### src/rtl/mem_ctrl_pkg.sv
// mem_ctrl_pkg: shared types and helpers for the byte-wide RAM controller.
//   state_e        - controller FSM states
//   MEM_SIZE_B/H/W - mem_size encodings (3 is reserved and treated as word)
//   size_to_n()    - access size to byte count (1/2/4)
package mem_ctrl_pkg;

    typedef enum logic [1:0] {
        IDLE   = 2'd0,
        IF_RD  = 2'd1,
        MEM_RD = 2'd2,
        MEM_WR = 2'd3
    } state_e;

    localparam logic [1:0] MEM_SIZE_B = 2'd0;
    localparam logic [1:0] MEM_SIZE_H = 2'd1;
    localparam logic [1:0] MEM_SIZE_W = 2'd2;

    function automatic logic [2:0] size_to_n(input logic [1:0] size);
        case (size)
            MEM_SIZE_B: return 3'd1;
            MEM_SIZE_H: return 3'd2;
            default:    return 3'd4;
        endcase
    endfunction

endpackage

### src/rtl/mem_ctrl_assemble.sv
// mem_ctrl_assemble: collects read bytes into a little-endian word and
// extends the result for sub-word loads.
//   clk, rst   - clock, asynchronous active-low reset
//   clear      - empty the lane register (start of a transfer)
//   load       - capture din into lane byte_idx this cycle
//   byte_idx   - lane receiving din
//   din        - read byte from the RAM
//   size       - access size (MEM_SIZE_*), sign_en - sign-extend
//   word_next  - lanes including the byte arriving this cycle (raw)
//   ext_next   - word_next zero/sign-extended according to size
module mem_ctrl_assemble
    import mem_ctrl_pkg::*;
(
    input  logic        clk,
    input  logic        rst,
    input  logic        clear,
    input  logic        load,
    input  logic [1:0]  byte_idx,
    input  logic [7:0]  din,
    input  logic [1:0]  size,
    input  logic        sign_en,
    output logic [31:0] word_next,
    output logic [31:0] ext_next
);

    logic [31:0] acc_q, acc_d;

    // word_next already contains the byte being sampled, so the final byte
    // can be delivered on the same edge that captures it.
    always_comb begin
        word_next = acc_q;
        word_next[8*byte_idx +: 8] = din;

        acc_d = acc_q;
        if (clear)
            acc_d = '0;
        else if (load)
            acc_d = word_next;

        case (size)
            MEM_SIZE_B: ext_next = {{24{sign_en & word_next[7]}},  word_next[7:0]};
            MEM_SIZE_H: ext_next = {{16{sign_en & word_next[15]}}, word_next[15:0]};
            default:    ext_next = word_next;
        endcase
    end

    always_ff @(posedge clk or negedge rst) begin
        if (!rst)
            acc_q <= '0;
        else
            acc_q <= acc_d;
    end

endmodule

### src/rtl/mem_ctrl.sv
// mem_ctrl: single-port byte-wide RAM controller / arbiter shared by the
// instruction fetch path and the MEM stage. Each 1/2/4-byte access is
// serialised into byte transfers; MEM has priority, no preemption.
//   clk, rst                    - clock, asynchronous active-low reset
//   if_req/if_addr/if_flush     - fetch request (always a word)
//   if_done/if_data             - fetch completion pulse and instruction
//   mem_req/we/size/signed/addr/wdata - load/store request
//   mem_done/mem_rdata          - completion pulse and extended load data
//   ram_addr/ram_wr/ram_dout/ram_din  - external byte RAM port
//   busy                        - transfer in progress
// Optional: define MEM_CTRL_FETCH_ABORT_EN to let if_flush abort a fetch.
module mem_ctrl
    import mem_ctrl_pkg::*;
#(
    parameter int ADDR_W = 32
) (
    input  logic              clk,
    input  logic              rst,
    input  logic              if_req,
    input  logic [ADDR_W-1:0] if_addr,
    input  logic              if_flush,
    output logic              if_done,
    output logic [31:0]       if_data,
    input  logic              mem_req,
    input  logic              mem_we,
    input  logic [1:0]        mem_size,
    input  logic              mem_signed,
    input  logic [ADDR_W-1:0] mem_addr,
    input  logic [31:0]       mem_wdata,
    output logic              mem_done,
    output logic [31:0]       mem_rdata,
    output logic [ADDR_W-1:0] ram_addr,
    output logic              ram_wr,
    output logic [7:0]        ram_dout,
    input  logic [7:0]        ram_din,
    output logic              busy
);

    state_e            state_q, state_d;
    logic [2:0]        cnt_q, cnt_d;     // cycles spent in the current transfer
    logic [2:0]        n_q, n_d;         // bytes in the current transfer
    logic [ADDR_W-1:0] base_q, base_d;
    logic [1:0]        size_q, size_d;
    logic              signed_q, signed_d;
    logic [31:0]       wdata_q, wdata_d;
    logic [ADDR_W-1:0] ram_addr_q, ram_addr_d;
    logic              ram_wr_q, ram_wr_d;
    logic [7:0]        ram_dout_q, ram_dout_d;
    logic              if_done_q, if_done_d;
    logic              mem_done_q, mem_done_d;
    logic [31:0]       if_data_q, if_data_d;
    logic [31:0]       mem_rdata_q, mem_rdata_d;

    logic              asm_clear, asm_load;
    logic [31:0]       word_next, ext_next;
    logic [2:0]        cnt_nxt;
    logic              if_ok, mem_ok;

    assign cnt_nxt = cnt_q + 3'd1;

    // A requester is ineligible on the edge ending its own done cycle, since
    // its req is still high while it observes the done pulse.
    assign mem_ok = mem_req && !mem_done_q;
`ifdef MEM_CTRL_FETCH_ABORT_EN
    assign if_ok  = if_req && !if_done_q && !if_flush;
`else
    assign if_ok  = if_req && !if_done_q;
    logic unused_flush;
    assign unused_flush = if_flush;
`endif

    always_comb begin
        state_d     = state_q;
        cnt_d       = cnt_q;
        n_d         = n_q;
        base_d      = base_q;
        size_d      = size_q;
        signed_d    = signed_q;
        wdata_d     = wdata_q;
        ram_addr_d  = ram_addr_q;
        ram_wr_d    = 1'b0;
        ram_dout_d  = ram_dout_q;
        if_done_d   = 1'b0;
        mem_done_d  = 1'b0;
        if_data_d   = if_data_q;
        mem_rdata_d = mem_rdata_q;
        asm_clear   = 1'b0;
        asm_load    = 1'b0;

        case (state_q)
            IDLE: begin
                cnt_d = '0;
                if (mem_ok) begin
                    base_d     = mem_addr;
                    n_d        = size_to_n(mem_size);
                    size_d     = mem_size;
                    signed_d   = mem_signed;
                    wdata_d    = mem_wdata;
                    ram_addr_d = mem_addr;
                    asm_clear  = 1'b1;
                    if (mem_we) begin
                        state_d    = MEM_WR;
                        ram_wr_d   = 1'b1;
                        ram_dout_d = mem_wdata[7:0];
                    end else begin
                        state_d    = MEM_RD;
                    end
                end else if (if_ok) begin
                    base_d     = if_addr;
                    n_d        = 3'd4;
                    size_d     = MEM_SIZE_W;
                    signed_d   = 1'b0;
                    ram_addr_d = if_addr;
                    asm_clear  = 1'b1;
                    state_d    = IF_RD;
                end
            end
            IF_RD, MEM_RD: begin
                // Address phase runs for cnt < n; data lags by one cycle,
                // so the byte on ram_din while cnt = c belongs to lane c-1.
                cnt_d = cnt_nxt;
                if (cnt_nxt < n_q)
                    ram_addr_d = base_q + ADDR_W'(cnt_nxt);
                if (cnt_q != 3'd0)
                    asm_load = 1'b1;
                if (cnt_q == n_q) begin
                    state_d = IDLE;
                    if (state_q == IF_RD) begin
                        if_done_d = 1'b1;
                        if_data_d = word_next;
                    end else begin
                        mem_done_d  = 1'b1;
                        mem_rdata_d = ext_next;
                    end
                end
            end
            MEM_WR: begin
                cnt_d = cnt_nxt;
                if (cnt_nxt < n_q) begin
                    ram_addr_d = base_q + ADDR_W'(cnt_nxt);
                    ram_wr_d   = 1'b1;
                    ram_dout_d = 8'(wdata_q >> {cnt_nxt, 3'b000});
                end else begin
                    state_d    = IDLE;
                    mem_done_d = 1'b1;
                end
            end
            default: state_d = IDLE;
        endcase

`ifdef MEM_CTRL_FETCH_ABORT_EN
        // Aborted fetch: drop back to IDLE silently; the late RAM byte lands
        // in the lane register but is cleared by the next grant.
        if (state_q == IF_RD && if_flush) begin
            state_d   = IDLE;
            if_done_d = 1'b0;
            if_data_d = if_data_q;
        end
`endif
    end

    always_ff @(posedge clk or negedge rst) begin
        if (!rst) begin
            state_q     <= IDLE;
            cnt_q       <= '0;
            n_q         <= '0;
            base_q      <= '0;
            size_q      <= MEM_SIZE_W;
            signed_q    <= 1'b0;
            wdata_q     <= '0;
            ram_addr_q  <= '0;
            ram_wr_q    <= 1'b0;
            ram_dout_q  <= '0;
            if_done_q   <= 1'b0;
            mem_done_q  <= 1'b0;
            if_data_q   <= '0;
            mem_rdata_q <= '0;
        end else begin
            state_q     <= state_d;
            cnt_q       <= cnt_d;
            n_q         <= n_d;
            base_q      <= base_d;
            size_q      <= size_d;
            signed_q    <= signed_d;
            wdata_q     <= wdata_d;
            ram_addr_q  <= ram_addr_d;
            ram_wr_q    <= ram_wr_d;
            ram_dout_q  <= ram_dout_d;
            if_done_q   <= if_done_d;
            mem_done_q  <= mem_done_d;
            if_data_q   <= if_data_d;
            mem_rdata_q <= mem_rdata_d;
        end
    end

    mem_ctrl_assemble u_assemble (
        .clk      (clk),
        .rst      (rst),
        .clear    (asm_clear),
        .load     (asm_load),
        .byte_idx (cnt_q[1:0] - 2'd1),
        .din      (ram_din),
        .size     (size_q),
        .sign_en  (signed_q),
        .word_next(word_next),
        .ext_next (ext_next)
    );

    // Reads: busy only during the address phase; writes: every ram_wr cycle.
    assign busy = (state_q == MEM_WR) ||
                  (((state_q == IF_RD) || (state_q == MEM_RD)) && (cnt_q < n_q));

    assign ram_addr  = ram_addr_q;
    assign ram_wr    = ram_wr_q;
    assign ram_dout  = ram_dout_q;
    assign if_done   = if_done_q;
    assign if_data   = if_data_q;
    assign mem_done  = mem_done_q;
    assign mem_rdata = mem_rdata_q;

endmodule

### config.mk
export PLATFORM = sky130hd
export DESIGN_NAME = mem_ctrl
export DESIGN_NICKNAME = d
export VERILOG_FILES = /design/src/rtl/mem_ctrl_pkg.sv /design/src/rtl/mem_ctrl_assemble.sv /design/src/rtl/mem_ctrl.sv
export SDC_FILE = /design/constraint.sdc
export NUM_CORES = 1
export LEC_CHECK = 0
export ABC_CLOCK_PERIOD_IN_PS = 4700
export BUFFER_PORTS_ARGS = -buffer_cell sky130_fd_sc_hd__buf_2
export CAP_MARGIN = 20
export CORE_UTILIZATION = 30
export CTS_BUF_LIST = sky130_fd_sc_hd__clkbuf_4 sky130_fd_sc_hd__clkbuf_8 sky130_fd_sc_hd__clkbuf_16
export DETAILED_ROUTE_END_ITERATION = 6
export GPL_TIMING_DRIVEN = 0
export PLACE_DENSITY_LB_ADDON = 0.12
export SYNTH_ARGS = -nofsm -noshare
export SYNTH_HDL_FRONTEND = slang
export SYNTH_SLANG_ARGS = --single-unit
### constraint.sdc
create_clock -name clk -period 4.7 [get_ports clk]
set_input_delay 0.235 -clock clk [delete_from_list [all_inputs] [get_ports clk]]
set_output_delay 0.235 -clock clk [all_outputs]
set_load 0.01 [all_outputs]
; ---- After elaboration in Yosys (flattened, before gate mapping)
; Index checks and enable logic that the tools add are counted.
; W data, S select, Z words.
[totals]
romBits = 0
mem_count = 0
ff_bits = 214
mem_bits_rw = 0
wordCells = 105
latchBits = 0
[classes]
mux = 42
n_lt_le_gt_ge = 2
n_eq_ne = 13
addsub = 4
n_reduce_logical = 23
mul = 0
div = 0
bitwise_logic = 3
shifts = 3
[ops]
columns = operator, n
row1 = $mux W32, 5
row2 = $pmux W32 S2, 2
row3 = $neg A5 Y34, 1
row4 = $shift A8 B34 Y32 const A, 1
row5 = $shiftx A8 B34 Y32, 1
row6 = $add A32 B3 Y32, 1
row7 = $bwmux W32, 1
row8 = $shr A32 B6 Y8, 1
row9 = $mux W8, 3
row10 = $mux W1, 17
row11 = $pmux W8 S2, 1
row12 = $mux W2, 6
row13 = $pmux W3 S2, 2
row14 = $ne A2 B2 Y1 const B, 5
row15 = $reduce_and A3 Y1, 3
row16 = $eq A2 B1 Y1 const B, 3
row17 = $logic_not A2 Y1, 3
row18 = $lt A3 B3 Y1, 2
row19 = $mux W3, 2
row20 = $pmux W2 S3, 1
row21 = $reduce_and A2 Y1, 3
row22 = $reduce_bool A2 Y1, 3
row23 = $eq A2 B2 Y1 const B, 2
row24 = $pmux W1 S2, 2
row25 = 14 further kinds, 19

; ---- Longest topological paths before layout
; Gate-level depths: netlist of run 1.
[depth]
depth_word = 6
depth_mapped = 11
depth_no_buf = 9

; ---- By module
; A second synthesis of run 1 with hierarchy kept.
[hier_totals]
hier_cells = 1016
area_unflattened_um2 = 10910.5
[by_module_without_submodules]
columns = module, area_per_inst_um2, cells_each, n_inst, seq_area_each_um2
row1 = mem_ctrl, 8709.6, 751, 1, 4555.6
row2 = mem_ctrl_assemble, 2200.9, 265, 1, 800.8

; ---- Worst setup path after synthesis of run 1
; OpenSTA, ideal clock, no wires.
[synth_path]
path_kind = register to register
startpoint = register cnt_q[0]
endpoint = register ram_addr_q[28] (netlist: ram_addr[28])
setup_slack_ns = 1.383
path_stages_with_launch = 12
arrival_time_ns = 3.189
setup_time_ns = 0.128
cell_sequence = dfrtp_1 buf_2 inv_1 ha_1 buf_1 inv_1 fa_1 and2b_1 o2111ai_2 nor4_2 xnor2_1 o21ai_0
[synth_between]
elab_chain_cells = 4
[synth_lines]
columns = element, line
row1 = "start, declared", mem_ctrl.sv:40  ; logic [2:0] cnt_q, cnt_d;
row2 = "start signal, assigned", mem_ctrl.sv:180  ; cnt_q <= cnt_d;
row3 = $add A3 B1 Y3 *, mem_ctrl.sv:59  ; assign cnt_nxt = cnt_q + 3'd1;
row4 = $add A32 B3 Y32 or $lt A3 B3 Y1 (tied branches), -
row5 = $mux W32 or $ne A2 B1 Y1 (tied branches), -
row6 = $pmux W32 S2 or $reduce_and A2 Y1 (tied branches), -
row7 = "end signal, assigned", mem_ctrl.sv:186  ; ram_addr_q <= ram_addr_d;
row8 = "end, declared", mem_ctrl.sv:46  ; logic [ADDR_W-1:0] ram_addr_q, ram_addr_d;
; Every way passes the cells marked *; elsewhere a longest branch is shown, timed or not. The select of a mux whose other input is x is not followed.
; A chain may end at the register's enable or synchronous reset.

; ---- Worst setup path after layout of run 1
; Ends and elaborated chain as after synthesis.

==> results summary, run 1 <==
The run finished with clean final reports. STA classifies the critical path endpoint as a flop. The simple-gate area share of the yosys netlist is 0.164.

The total congestion overflow after global routing is 0. The per-cell routed wire length came out at 19.0 um. The startpoint type of the worst setup path is a flop. The final wirelength came out at 34300 um. The post-synthesis cell count is around 1000. The die footprint came out at 35000 um^2.

The worst setup path is of the flop to flop kind. The number of iterations in the first detailed-routing pass came out at 5. In the final layout, the share of cells above drive strength 1 is 0.245.

The core outline area is 33600 um^2. The per-cell via count in the routed design came out at 4.94. The synthesis-stage register bit count is between 200 and 250. The met2 usage in global routing came out at 0.317. The global-route wire length before repair came out at 53700 um. In the global route stage, overall resource usage came out at 0.196.

Relative to the synthesized area, the layout overhead comes to 29.5%. The yosys synthesis warning count is 0. The final worst-path cycle share is 0.922. Across the VDD grid, the largest voltage drop is 0.427 mV. Among all stages on the critical path, the largest delay is contributed by sky130_fd_sc_hd__dfrtp_1. The number of synthesized flops with an enable pin is 0.

The clock root buffer is sky130_fd_sc_hd__clkbuf_16. The initial cell density of the core came out at 0.306. For met1 alone, demand over resource in global routing was 0.280. The final routed DRC violation total is 0.

The number of library cell types mapped by synthesis came out at 60. The cell leakage power is 6.05 nW. The antenna cell count came out at 0. The worst slack at placement is 0.0444 ns. The clock insertion delay at the later pin of the skew report came out at 0.53 ns. Input and output buffers added on the ports amount to 219.

The via count of the first global-routing pass came out at 9050. Setup repair after global routing left no endpoint under its margin. The residual antenna-violating net count after detailed routing is 0.

The post-synthesis xor/xnor area fraction came out at 0.0230. The clock skew after layout is approximately 0.014 ns. The multiplexer share of the synthesized area is 0.0593. The count of max-cap constraint violations is 0.

The cell area after synthesis came out at 10300 um^2. Along the worst path, the maximum fanout reaches 10. After legalization and detailed placement, the total HPWL measured about 24000 um. The congestion estimate from routability-driven global placement came to 0.800. The number of antenna violations at the first check in global routing is 0.

Walking the worst path, the cells encountered are buf_2 > inv_1 > ha_1 > clkbuf_2 > inv_1 > fa_1 > and2b_1 > o2111ai_2 > nor4_2 > xnor2_1 > o21ai_0. The final layout contains 1471 nets. The synthesized-area fraction occupied by adder cells is 0.0226. The count of pins over their slew limit was 0. The layer with the highest usage after global routing is met2. The number of hold-slack violations in the final timing report is 0. The total via count in the routed design came out at 8933. The post-synthesis net count is 1180. By area, the combinational part of the netlist is dominated by compound AO/OA/AOI/OAI gates. TritonCTS built the clock tree. The fraction of the mapped netlist area in compound gates came out at 0.177.

Among all flip-flop cells after synthesis, the most frequent one is sky130_fd_sc_hd__dfrtp_1. The chip width came out at approximately 190 um. The maximum frequency from static timing analysis came out at approximately 230 MHz. The clock-pin slew of the registers on the worst-case setup and hold paths is 0.06 ns. Entering global routing, the biggest net connects between 100 and 150 pins. Among cell families on the critical path, the largest total delay comes from buffers and inverters. The violation count after the first detailed-route iteration came out at 439. The count of clock tree sinks is 214. The largest buffer count on any clock path came out at 3. The power per standard cell area came out at between 700 and 800 nW/um^2. In this design, the critical path's most frequently occurring cell is sky130_fd_sc_hd__inv_1.

The minimum period implied by the final worst setup slack is 4.33 ns. For this run, asynchronously set or reset flops after synthesis account for 1.00. After synthesis, the mean cell area works out to between 9 and 10 um^2. The total power consumption of the routed design is 10.2 mW. Setup violations remaining at the end of the flow were counted as 0. Once the clock tree was built, the setup fixing pass inserted 0 buffers.

The setup slack of the critical path after layout came out at 0.366 ns. The worst hold path belongs to the class primary input to flop. The count of boundary I/O pins is about 220. For the worst setup path, the data arrival time is between 4 and 5 ns. The total number of placement rows is 67. In this run the number of H-tree levels came out at 1. The required time at the endpoint of the critical path came out at 5.10 ns. The sequential cell area fraction in the yosys report came out at 0.521. Headroom to the max-slew limit came out at 0.366. The buffers plus inverters on the worst setup path came out at 4. The die outline height came out at 187 um. For the pin with the worst max-slew slack, the measured transition is 0.951 ns. The global routing met3 resource utilization came out at 0.0248. The delay of the slowest cell on the worst path is about 0.60 ns.

The number of buffers created by CTS is 26.
-- per-stage QoR --
stage	util	area, um^2	TNS (ns)	hold slack, ns	instances
after global routing	0.396	13300	0	0.0184	1807
after CTS	0.396	13300	0	0.000892	1807
after floorplan	-	10300	0	-0.0606	1049
after global placement	0.355	11900	-150.08	0.442	1716
final	0.396	13300	0	0.0136	1807
after detailed placement	0.358	12000	0	0.347	1719
-- layout make-up --
cell class | count | area, um^2
buffer | 65 | 259
clock buffer | 41 | 812
clock inverter | 6 | 80.1
fill | 3413 | 20300
inverter | 24 | 90.1
multi-input combinational | 746 | 4590
sequential | 214 | 5360
tap | 448 | 561
timing repair buffer | 263 | 1580
-- power breakdown --
part	total (mW)	switching (mW)	internal [mW]
registers	3.40	0.644	2.76
logic	4.71	2.86	1.85
clock network	2.08	0.791	1.29
-- worst min-delay path: stages --
cell,delay [ns]
sky130_fd_sc_hd__buf_2,0.10
sky130_fd_sc_hd__inv_1,0.07
sky130_fd_sc_hd__o21ai_0,0.09
-- synthesized netlist by cell type (15+ instances only) --
master | n | area share
sky130_fd_sc_hd__nand3_1 | 30 | 0.015
sky130_fd_sc_hd__nor2_1 | 94 | 0.034
sky130_fd_sc_hd__a31oi_1 | 43 | 0.026
sky130_fd_sc_hd__a21oi_1 | 67 | 0.033
sky130_fd_sc_hd__nand2_1 | 135 | 0.049
sky130_fd_sc_hd__inv_1 | 24 | 0.0088
sky130_fd_sc_hd__nand2b_1 | 19 | 0.012
sky130_fd_sc_hd__a211oi_1 | 26 | 0.019
sky130_fd_sc_hd__o21ai_0 | 80 | 0.039
sky130_fd_sc_hd__dfrtp_1 | 213 | 0.52
sky130_fd_sc_hd__xnor2_1 | 20 | 0.017
sky130_fd_sc_hd__a21o_1 | 15 | 0.011
sky130_fd_sc_hd__mux2_2 | 32 | 0.035
sky130_fd_sc_hd__nor2b_1 | 43 | 0.026
sky130_fd_sc_hd__clkbuf_1 | 52 | 0.019
sky130_fd_sc_hd__ha_1 | 17 | 0.021
-- sequential cells by signal, indices dropped and copies added, names as in the netlist --
register          cells
base_q               32
cnt_q                 3
if_data              32
if_done               1
mem_done              1
mem_rdata            32
n_q                   3
ram_addr             32
ram_dout              8
ram_wr                1
signed_q              1
size_q                2
state_q               2
u_assemble.acc_q     32
wdata_q              32
-- metal layers --
| metal | routed length [um] | vias up | part of all wire |
|---|---|---|---|
| met2 | 15800 | 226 | 0.46 |
| met5 | 0 | - | 0 |
| met3 | 1360 | 38 | 0.040 |
| met4 | 610 | 0 | 0.018 |
| met1 | 16500 | 4394 | 0.48 |
| li1 | - | 4275 | - |
-- placed cells by master (no fill, tap or decap), drive strengths merged, types with 31 or more instances in the layout --
| master | count |
|---|---|
| buf | 233 |
| dfrtp | 213 |
| nand2 | 136 |
| clkbuf | 95 |
| nor2 | 94 |
| o21ai | 82 |
| a21oi | 68 |
| nor2b | 43 |
| a31oi | 43 |
| dlygate4sd3 | 41 |
| mux2 | 32 |
| nand3 | 31 |
-- logic make-up (layout without fill, tap and decap cells) --
| kind of cell | count (synthesis) | count (layout) |
|---|---|---|
| buf+inv | 89 | 399 |
| mux | 47 | 47 |
| xor+xnor | 27 | 27 |
| simple gates | 362 | 362 |
| fa+ha+maj | 18 | 18 |
| compound gates | 292 | 292 |
| flops | 214 | 214 |
-- timing repair --
action	CTS	global route
hold buffers	41	0
resized for setup	0	1
setup endpoints to repair	0	8
hold endpoints to repair	155	0
-- path summary, 6_finish.rpt --
kind | start | to | slack (ns) | cells after the start
worst min register to register | if_data[18]$_DFFE_PN0P_ | if_data[18]$_DFFE_PN0P_ | 0.47 | 2
worst max-delay path | cnt_q[0]$_DFF_PN0_ | ram_addr[28]$_DFFE_PN0P_ | 0.37 | 11
max in group asynchronous | rst | ram_dout[1]$_DFFE_PN0P_ | 3.39 | 4
worst max register to register | cnt_q[0]$_DFF_PN0_ | ram_addr[28]$_DFFE_PN0P_ | 0.37 | 11
min in group asynchronous | rst | if_data[17]$_DFFE_PN0P_ | 0.36 | 3
worst min-delay path | mem_wdata[2] | wdata_q[2]$_DFFE_PN0P_ | 0.01 | 3
No activity file was read; power rests on OpenSTA's default activity.
==> run 2: changes to the inputs <==
- ABC_AREA: not set -> 1
==> run 2 against run 1 <==
Effect of this change: design area increased by 2.0%; utilization decreased by 0.37 points; setup slack improved by 1.1 ns; critical endpoint is now ram_addr[22]$_DFFE_PN0P_; critical path type unchanged; largest power group unchanged.
==> results summary, run 2 <==
The synthesis-stage register bit count came out at approximately 210. The number of iterations in the first detailed-routing pass came out at 7. The signal on the critical path passes through inv_2 > ha_1 > inv_1 > fa_1 > inv_1 > nand3_1 > nand2_1 > nand2_1 > inv_1 > nand2_1 > nand2_1 > nand3_1 > nand2_1 > nand2_1. Sorting the synthesized cells by area gives the leading types as sky130_fd_sc_hd__dfrtp_1 (50%), sky130_fd_sc_hd__nand2_1 (13%), sky130_fd_sc_hd__nor2_1 (5.4%), sky130_fd_sc_hd__inv_1 (4.8%), sky130_fd_sc_hd__o21ai_0 (4.7%). The worst register-to-register path begins at cnt_q[0]$_DFF_PN0_. Together, buffers and inverters on the worst path number 4.

Subtracting the final worst setup slack from the clock period gives roughly 3.2 ns. The share of synthesized area in the top cell type comes to 0.503. The startpoint identified for the worst hold timing path is mem_addr[30]. In the post-route analysis, the smallest setup slack over all paths is 1.45 ns. The final wirelength came out at 35700 um.

In the synthesized netlist, the number of instances is roughly 1300. Yosys instantiated no cell more often than sky130_fd_sc_hd__nand2_1. The clock insertion delay at the later pin of the skew report is 0.54 ns. The analysis attributes to cell leakage a power of between 6 and 7 nW. The slew at the pin closest to its max-slew limit is 1.08 ns. The global routing stage identified its most utilized layer as met2. Counting every sink on the clock net gives 214.

The count of boundary I/O pins came out at 221. Relative to the synthesized area, the layout overhead comes to 28.4%. The switching portion of total power came out at 0.438.

The highest net fanout along the worst path came out at 9. Once layout is done, the placed cells without fillers occupy 13600 um^2. The share of total power dissipated in sequential elements is 0.326.

The number of hold-slack violations in the final timing report is 0. The number of gates resized after cts is 0. The required time at the endpoint of the critical path came out at 5.11 ns. The reg-to-reg setup timing slack came out at 1.45 ns.

The largest voltage drop on the vdd net came out at 0.310 mV. The number of synthesized flops with an enable pin came out at 0. Using the TritonRoute via totals, the vias-per-cell ratio works out to 4.69. The clock-pin slew of the registers on the worst-case setup and hold paths is 0.06 ns.

The dominant cell type by count on the critical path is sky130_fd_sc_hd__nand2_1. OpenSTA, run right after detailed placement, puts the worst setup slack at 1.44 ns. The number of library cell types mapped by synthesis came out at 41. The hold slack is 0.0225 ns. The cell type of the slowest stage on the worst timing path is sky130_fd_sc_hd__dfrtp_1. The tightest min-delay check is of the primary input to flop type. The design internal power came out at 5.52 mW. The global placer's final weighted congestion is 0.862.

The net total in the final layout came out at 1723. The most common cell after layout, fill and taps aside is sky130_fd_sc_hd__nand2_1. By startpoint and endpoint, the worst setup path is classified as flop to flop.

The number of buffers added on ports came out at 219. The share of the Yosys chip area taken by registers is 0.506. The number of antenna violations at the first check in global routing is 0. The met2 usage in global routing is 0.309.

The global routing met3 resource utilization is 0.0242. The relative contribution of combinational cells to total power came out at 0.461. The share of layout cells above drive strength 1 came out at 0.225. The run finished with clean final reports.

The relative slew slack came out at 0.279. The worst hold path depth is 3. Fill cells in the final layout number roughly 3700. The CTS tree is yes. Sorting the synthesized cells by how often they occur yields sky130_fd_sc_hd__nand2_1 (356), sky130_fd_sc_hd__dfrtp_1 (213), sky130_fd_sc_hd__nor2_1 (153). From bottom edge to top edge, the die measures ~190 um.

Max-cap violations in this run came to 0. The global-route wire length before repair came out at 54900 um. The post-synthesis net count is about 1400. The power spent charging and discharging nets came out at roughly 4.3 mW. The largest net degree at the start of global routing is 97. The worst register-to-register path ends at ram_addr[22]$_DFFE_PN0P_. The number of cells on the worst reg-to-reg path is 14. The mapped netlist covers ~11000 um^2.

The total congestion overflow after global routing came out at 0. The total power consumption of the routed design came out at 9.83 mW. In this run the cell area measured after placement is around 12000 um^2. Once layout is complete, the utilization of the core stands at 0.393.

In this run the remaining antenna-violating nets after routing total 0. The final routed DRC violation total came out at 0. The yosys synthesis warning count is 0. The worst setup path is captured at a flop. For hold timing, the worst endpoint is base_q[30]$_DFFE_PN0P_. The half-perimeter wire length of the detailed placement result is 26200 um.

For this block, the via count after detailed routing is 9683. The largest buffer count on any clock path came out at 3. Setup repair after global routing left no endpoint under its margin.

The clock skew after layout is 0.0210 ns. The total number of placement rows is 68. Of all flip-flops after synthesis, the portion carrying an async set or reset was 1.00. CTS built an H-tree with a depth of 1.

The count of pins over their slew limit came to 0. The maximum frequency from static timing analysis came out at ~310 MHz. The per-cell routed wire length is about 17 um. Clock tree synthesis selected as its root buffer the cell sky130_fd_sc_hd__clkbuf_16. The antenna cell count is 0.

The via count of the first global-routing pass is approximately 9400. Counting buffers and inverters, the worst setup path is 14 cells deep. The power per standard cell area is 723 nW/um^2. The post-synthesis average cell area came out at ~8.1 um^2.

The first routing iteration left between 400 and 500 violations. The library cells used most frequently in the layout, excluding fill and tap cells, are sky130_fd_sc_hd__nand2_1 (356), sky130_fd_sc_hd__buf_2 (239), sky130_fd_sc_hd__dfrtp_1 (213). The startpoint type of the worst setup path is a flop. The share of total power in the clock network came out at 0.213.

The met1 global-route usage is 0.287. The main flop type after synthesis is sky130_fd_sc_hd__dfrtp_1. For this run, the total global-route usage over all layers was measured as 0.198. The core outline area came out at 34600 um^2. In this design, the stage delay of the slowest critical-path cell is 0.65 ns. The die footprint is 36000 um^2. The initial cell density of the core is 0.306.

The number of buffers created by CTS is 27. The chip width came out at around 190 um. The final worst-path cycle share came out at 0.691. The largest total area in the synthesized netlist belongs to sky130_fd_sc_hd__dfrtp_1. The endpoint arrival time on the critical path came out at 3.65 ns.

Grouping stages by cell kind, the critical path spends the most delay in simple AND/OR/NAND/NOR gates. The final-report setup violation count is 0.
run 2: cell count changes in the layout (fill, tap and decap cells not counted), moves of 21 or more:
cell                       before  now
sky130_fd_sc_hd__a211oi_1      26    0
sky130_fd_sc_hd__a21oi_1       67   38
sky130_fd_sc_hd__a31oi_1       43   10
sky130_fd_sc_hd__clkbuf_1      52   25
sky130_fd_sc_hd__inv_1         24  135
sky130_fd_sc_hd__nand2_1      135  356
sky130_fd_sc_hd__nand3_1       30   51
sky130_fd_sc_hd__nor2_1        94  153
sky130_fd_sc_hd__nor2b_1       43    0
sky130_fd_sc_hd__o211ai_1       1   25
sky130_fd_sc_hd__o22ai_1        6   56
sky130_fd_sc_hd__or2_2          0   23
run 2: logic make-up (layout without fill, tap and decap cells):
group / Yosys count / after routing / share of synthesized area
and+or+nand+nor: 609 / 609 / 0.237
AOI/OAI and AO/OA: 236 / 236 / 0.128
DFF: 214 / 214 / 0.506
buffers and inverters: 195 / 502 / 0.0746
muxes: 27 / 27 / 0.0284
adders and majority gates: 18 / 18 / 0.0220
xor gates and xnor gates: 5 / 5 / 0.00414
run 2: worst max path at each step:
stage / startpoint / endpoint / slack (ns)
floorplan: cnt_q[0]$_DFF_PN0_ / ram_addr[30]$_DFFE_PN0P_ / 2.07
global placement: rst / wdata_q[27]$_DFFE_PN0P_ / -0.77
detailed placement: cnt_q[0]$_DFF_PN0_ / ram_addr[30]$_DFFE_PN0P_ / 1.44
CTS: cnt_q[0]$_DFF_PN0_ / ram_addr[30]$_DFFE_PN0P_ / 1.43
global route: cnt_q[0]$_DFF_PN0_ / ram_addr[30]$_DFFE_PN0P_ / 1.20
finish: cnt_q[0]$_DFF_PN0_ / ram_addr[22]$_DFFE_PN0P_ / 1.45
run 2: what timing repair did:
| item | CTS | global route |
|---|---|---|
| hold buffers | 38 | 0 |
| setup buffers | 0 | 0 |
| hold endpoints to repair | 78 | 0 |
run 2: worst register-to-register path, delay by kind of cell, from the launching register on:
| family | cells | cell delay [ns] |
|---|---|---|
| fa+ha+maj | 2 | 0.91 |
| buf+inv | 4 | 0.64 |
| flops | 1 | 0.65 |
| simple gates | 8 | 0.93 |
run 2: power by group through the flow:
stage / sequential, mW / clock (mW) / combinational [mW]
2_1_floorplan: 3.32 / 0 / 2.68
3_3_place_gp: 3.23 / 0 / 4.51
3_5_place_dp: 3.24 / 0 / 4.54
4_1_cts: 3.21 / 2.15 / 4.60
5_1_grt: 3.32 / 2.21 / 5.15
6_report: 3.21 / 2.09 / 4.53
run 2: layout make-up:
| type | count | area [um^2] | share of cell area |
|---|---|---|---|
| flip-flops and latches | 214 | 5360 | 0.394 |
| inverters | 140 | 526 | 0.0387 |
| plain buffers | 55 | 264 | 0.0194 |
| repair buffers | 259 | 1540 | 0.113 |
| well taps | 455 | 569 | 0.0419 |
| multi-input cells | 895 | 4440 | 0.327 |
| clock inverters | 9 | 98.8 | 0.00727 |
| clock buffers | 39 | 797 | 0.0586 |
run 2: per-layer routing:
layer,up-vias,part of all wire
li1,4820,-
met2,206,0.45
met4,0,0.025
met5,-,0
met1,4611,0.49
met3,46,0.036
run 2: metrics by stage:
stage          instances  setup TNS [ns]
2_1_floorplan       1304               0
3_3_place_gp        1978         -158.41
3_5_place_dp        1980               0
4_1_cts             2066               0
5_1_grt             2066               0
6_report            2066               0
==> run 3: changes to the inputs <==
- ABC_CLOCK_PERIOD_IN_PS: 4700 -> 3340
- clock period: 4.7 -> 3.34 ns (I/O delays scaled with it)
==> run 3 against run 2 <==
Effect of this change: sequential cell count unchanged; critical path depth unchanged; cell count up 1.3%; critical endpoint unchanged; highest routed layer unchanged.
==> results summary, run 3 (synthesis gave the netlist of run 2 again) <==
After detailed routing, the total wire length is 35900 um. At the end of the flow, the number of nets in the layout was about 1700. The largest net degree at the start of global routing came out at 97. The clock period could shrink to 3.07 ns. The total congestion overflow after global routing is 0. The endpoint identified for the worst register-to-register timing path is ram_addr[22]$_DFFE_PN0P_.

The level count of the clock H-tree is 1. The per-cell routed wire length is 17.2 um. The die outline height came out at 190 um. The core utilization of the finished layout is 0.400. The most common cell after layout, fill and taps aside is sky130_fd_sc_hd__nand2_1. The required time at the endpoint of the critical path came out at approximately 3.8 ns.

The antenna cell count is 0. For the worst setup path, the data arrival time is 3.48 ns. The cell type group with the largest total delay on the critical path is simple AND/OR/NAND/NOR gates. The count of clock tree sinks came out at ~210. The post-CTS setup buffer count came out at 0. The clock root buffer is sky130_fd_sc_hd__clkbuf_16. The critical path goes through inv_2 > ha_1 > inv_1 > fa_1 > inv_1 > nand3_1 > nand2_1 > nand2_1 > inv_1 > nand2_1 > nand2_1 > nand3_1 > nand2_1 > nand2_1. The clock insertion delay at the later pin of the skew report came out at 0.54 ns.

The relative slew slack is 0.284. The reg-to-reg setup timing slack is 0.27 ns. The number of iterations in the first detailed-routing pass came out at 5. The global-route wire length before repair is 55500 um.

The final-report setup violation count came out at 0. The count of non-filler cells in the finished layout came out at 2092. The final worst-path cycle share came out at 0.920. The dominant cell type by count on the critical path is sky130_fd_sc_hd__nand2_1. The die covers ~36000 um^2. The highest net fanout along the worst path is 9.

The final routed DRC violation total came out at 0. In this run the cell area measured after placement is 12300 um^2. The run finished with clean final reports. The worst hold path depth is 3. The share of layout cells above drive strength 1 is 0.222. The design area came out at 13900 um^2. The count of nets left with antenna violations once routing finished came out at 0.

The cell count after placement is 1980. The initial cell density of the core came out at 0.306. The global placer's final weighted congestion is 0.862. Setup repair after global routing left no endpoint under its margin. The maximum frequency from static timing analysis came out at between 300 and 400 MHz. The hold path startpoint is mem_addr[20].

The buffers plus inverters on the worst setup path is 4. For the final database, setup skew stands at 0.0228 ns. The worst-case hold path end point is base_q[20]$_DFFE_PN0P_. The critical path is of the flop to flop type. The number of cell instances on the worst register-to-register path is 14. The total via count in the routed design is about 9800.

The largest voltage drop on the vdd net came out at 0.437 mV. The via count of the first global-routing pass came out at 9497. Prior to clock tree synthesis, the placed netlist has a worst setup slack of 0.0791 ns.

In this run, CTS created clock tree buffers numbering 27. The setup slack of the critical path after layout came out at 0.268 ns. The count of pins over their slew limit came out at 0.

The half-perimeter wire length of the detailed placement result came out at 26200 um. The type of the most critical hold path is primary input to flop. The chip width came out at 190 um.

The largest buffer count on any clock path is 3. For this block, the initial DRC count from the detailed router was around 520. The clock-pin slew of the registers on the worst-case setup and hold paths is ~0.060 ns.

The total number of placement rows is 68. For this run, the slowest stage of the critical path takes 0.53 ns. The core outline area is 34600 um^2. Power spread over the standard cell area amounts to 1000 nW/um^2. The startpoint of the most critical register-to-register path is cnt_q[0]$_DFF_PN0_. TritonCTS built the clock tree. The layout-stage area growth over the synthesis result is 30.9%. The number of antenna violations at the first check in global routing is 0.

The startpoint type of the worst setup path is a flop. The number of buffers added on ports is roughly 220. In the layout the commonest cells are sky130_fd_sc_hd__nand2_1 (356), sky130_fd_sc_hd__buf_2 (239), sky130_fd_sc_hd__dfrtp_1 (212).

The worst setup path is captured at a flop. Among all stages on the critical path, the largest delay is contributed by sky130_fd_sc_hd__dfrtp_2. The slew at the pin closest to its max-slew limit came out at between 1 and 1.5 ns.

The number of hold-slack violations in the final timing report is 0. The count of max-cap constraint violations came out at 0. The cell leakage power is 6.58 nW.

The hold slack is 0.0132 ns. around 220 I/O pins were placed. In the routed layout, each cell is associated on average with a via count of 4.67. The total track usage is 0.199.
## run 3: cell types whose count changed in the layout (fill, tap and decap cells not counted)
cell,previous run,this run
sky130_fd_sc_hd__dlygate4sd3_1,38,64
sky130_fd_sc_hd__dfrtp_2,0,1
sky130_fd_sc_hd__dfrtp_1,213,212
## run 3: report_power, final
part | internal (mW) | leakage (nW) | total [mW] | switching, mW
logic | 2.23 | 3.52 | 6.41 | 4.18
registers | 3.77 | 2.60 | 4.52 | 0.751
clock network | 1.80 | 0.457 | 2.94 | 1.14
## run 3: metal layers
layer | vias up | GRT usage | wire length [um]
li1 | 4876 | - | -
met1 | 4636 | 0.289 | 17500
met2 | 204 | 0.313 | 16200
met3 | 48 | 0.0242 | 1290
met4 | 0 | 0.0515 | 883
met5 | - | 0 | 0
## run 3: layout make-up
class / count / area [um^2]
Fill cell: 3659 / 20800
Sequential cell: 214 / 5360
Multi-Input combinational cell: 895 / 4440
Timing Repair Buffer: 285 / 1800
Clock buffer: 39 / 797
Tap cell: 455 / 569
Inverter: 140 / 526
Buffer: 55 / 264
Clock inverter: 9 / 98.8
## run 3: worst max-delay path by stage
stage	start	cells after the start	endpoint
after CTS	cnt_q[0]$_DFF_PN0_	14	ram_addr[30]$_DFFE_PN0P_
final	cnt_q[0]$_DFF_PN0_	14	ram_addr[22]$_DFFE_PN0P_
after floorplan	cnt_q[0]$_DFF_PN0_	14	ram_addr[30]$_DFFE_PN0P_
after global placement	rst	1	wdata_q[27]$_DFFE_PN0P_
after detailed placement	cnt_q[0]$_DFF_PN0_	14	ram_addr[30]$_DFFE_PN0P_
after global routing	cnt_q[0]$_DFF_PN0_	14	ram_addr[30]$_DFFE_PN0P_
## run 3: what timing repair did
action                                  CTS  global route
hold endpoints to repair                186             0
resized for setup                         0             1
endpoints found under the setup margin    0             8
hold buffers                             64             0
## run 3: tightest hold or removal path: stages
cell and delay, ns:
sky130_fd_sc_hd__buf_2 0.08, sky130_fd_sc_hd__mux2i_1 0.11, sky130_fd_sc_hd__o21ai_0 0.15
## run 3: metrics by stage
step,power [mW],TNS [ns]
floorplan,8.44,0
CTS,14.0,0
global route,15.1,0
global placement,10.9,-434.20
detailed placement,11.0,0
finish,13.9,0
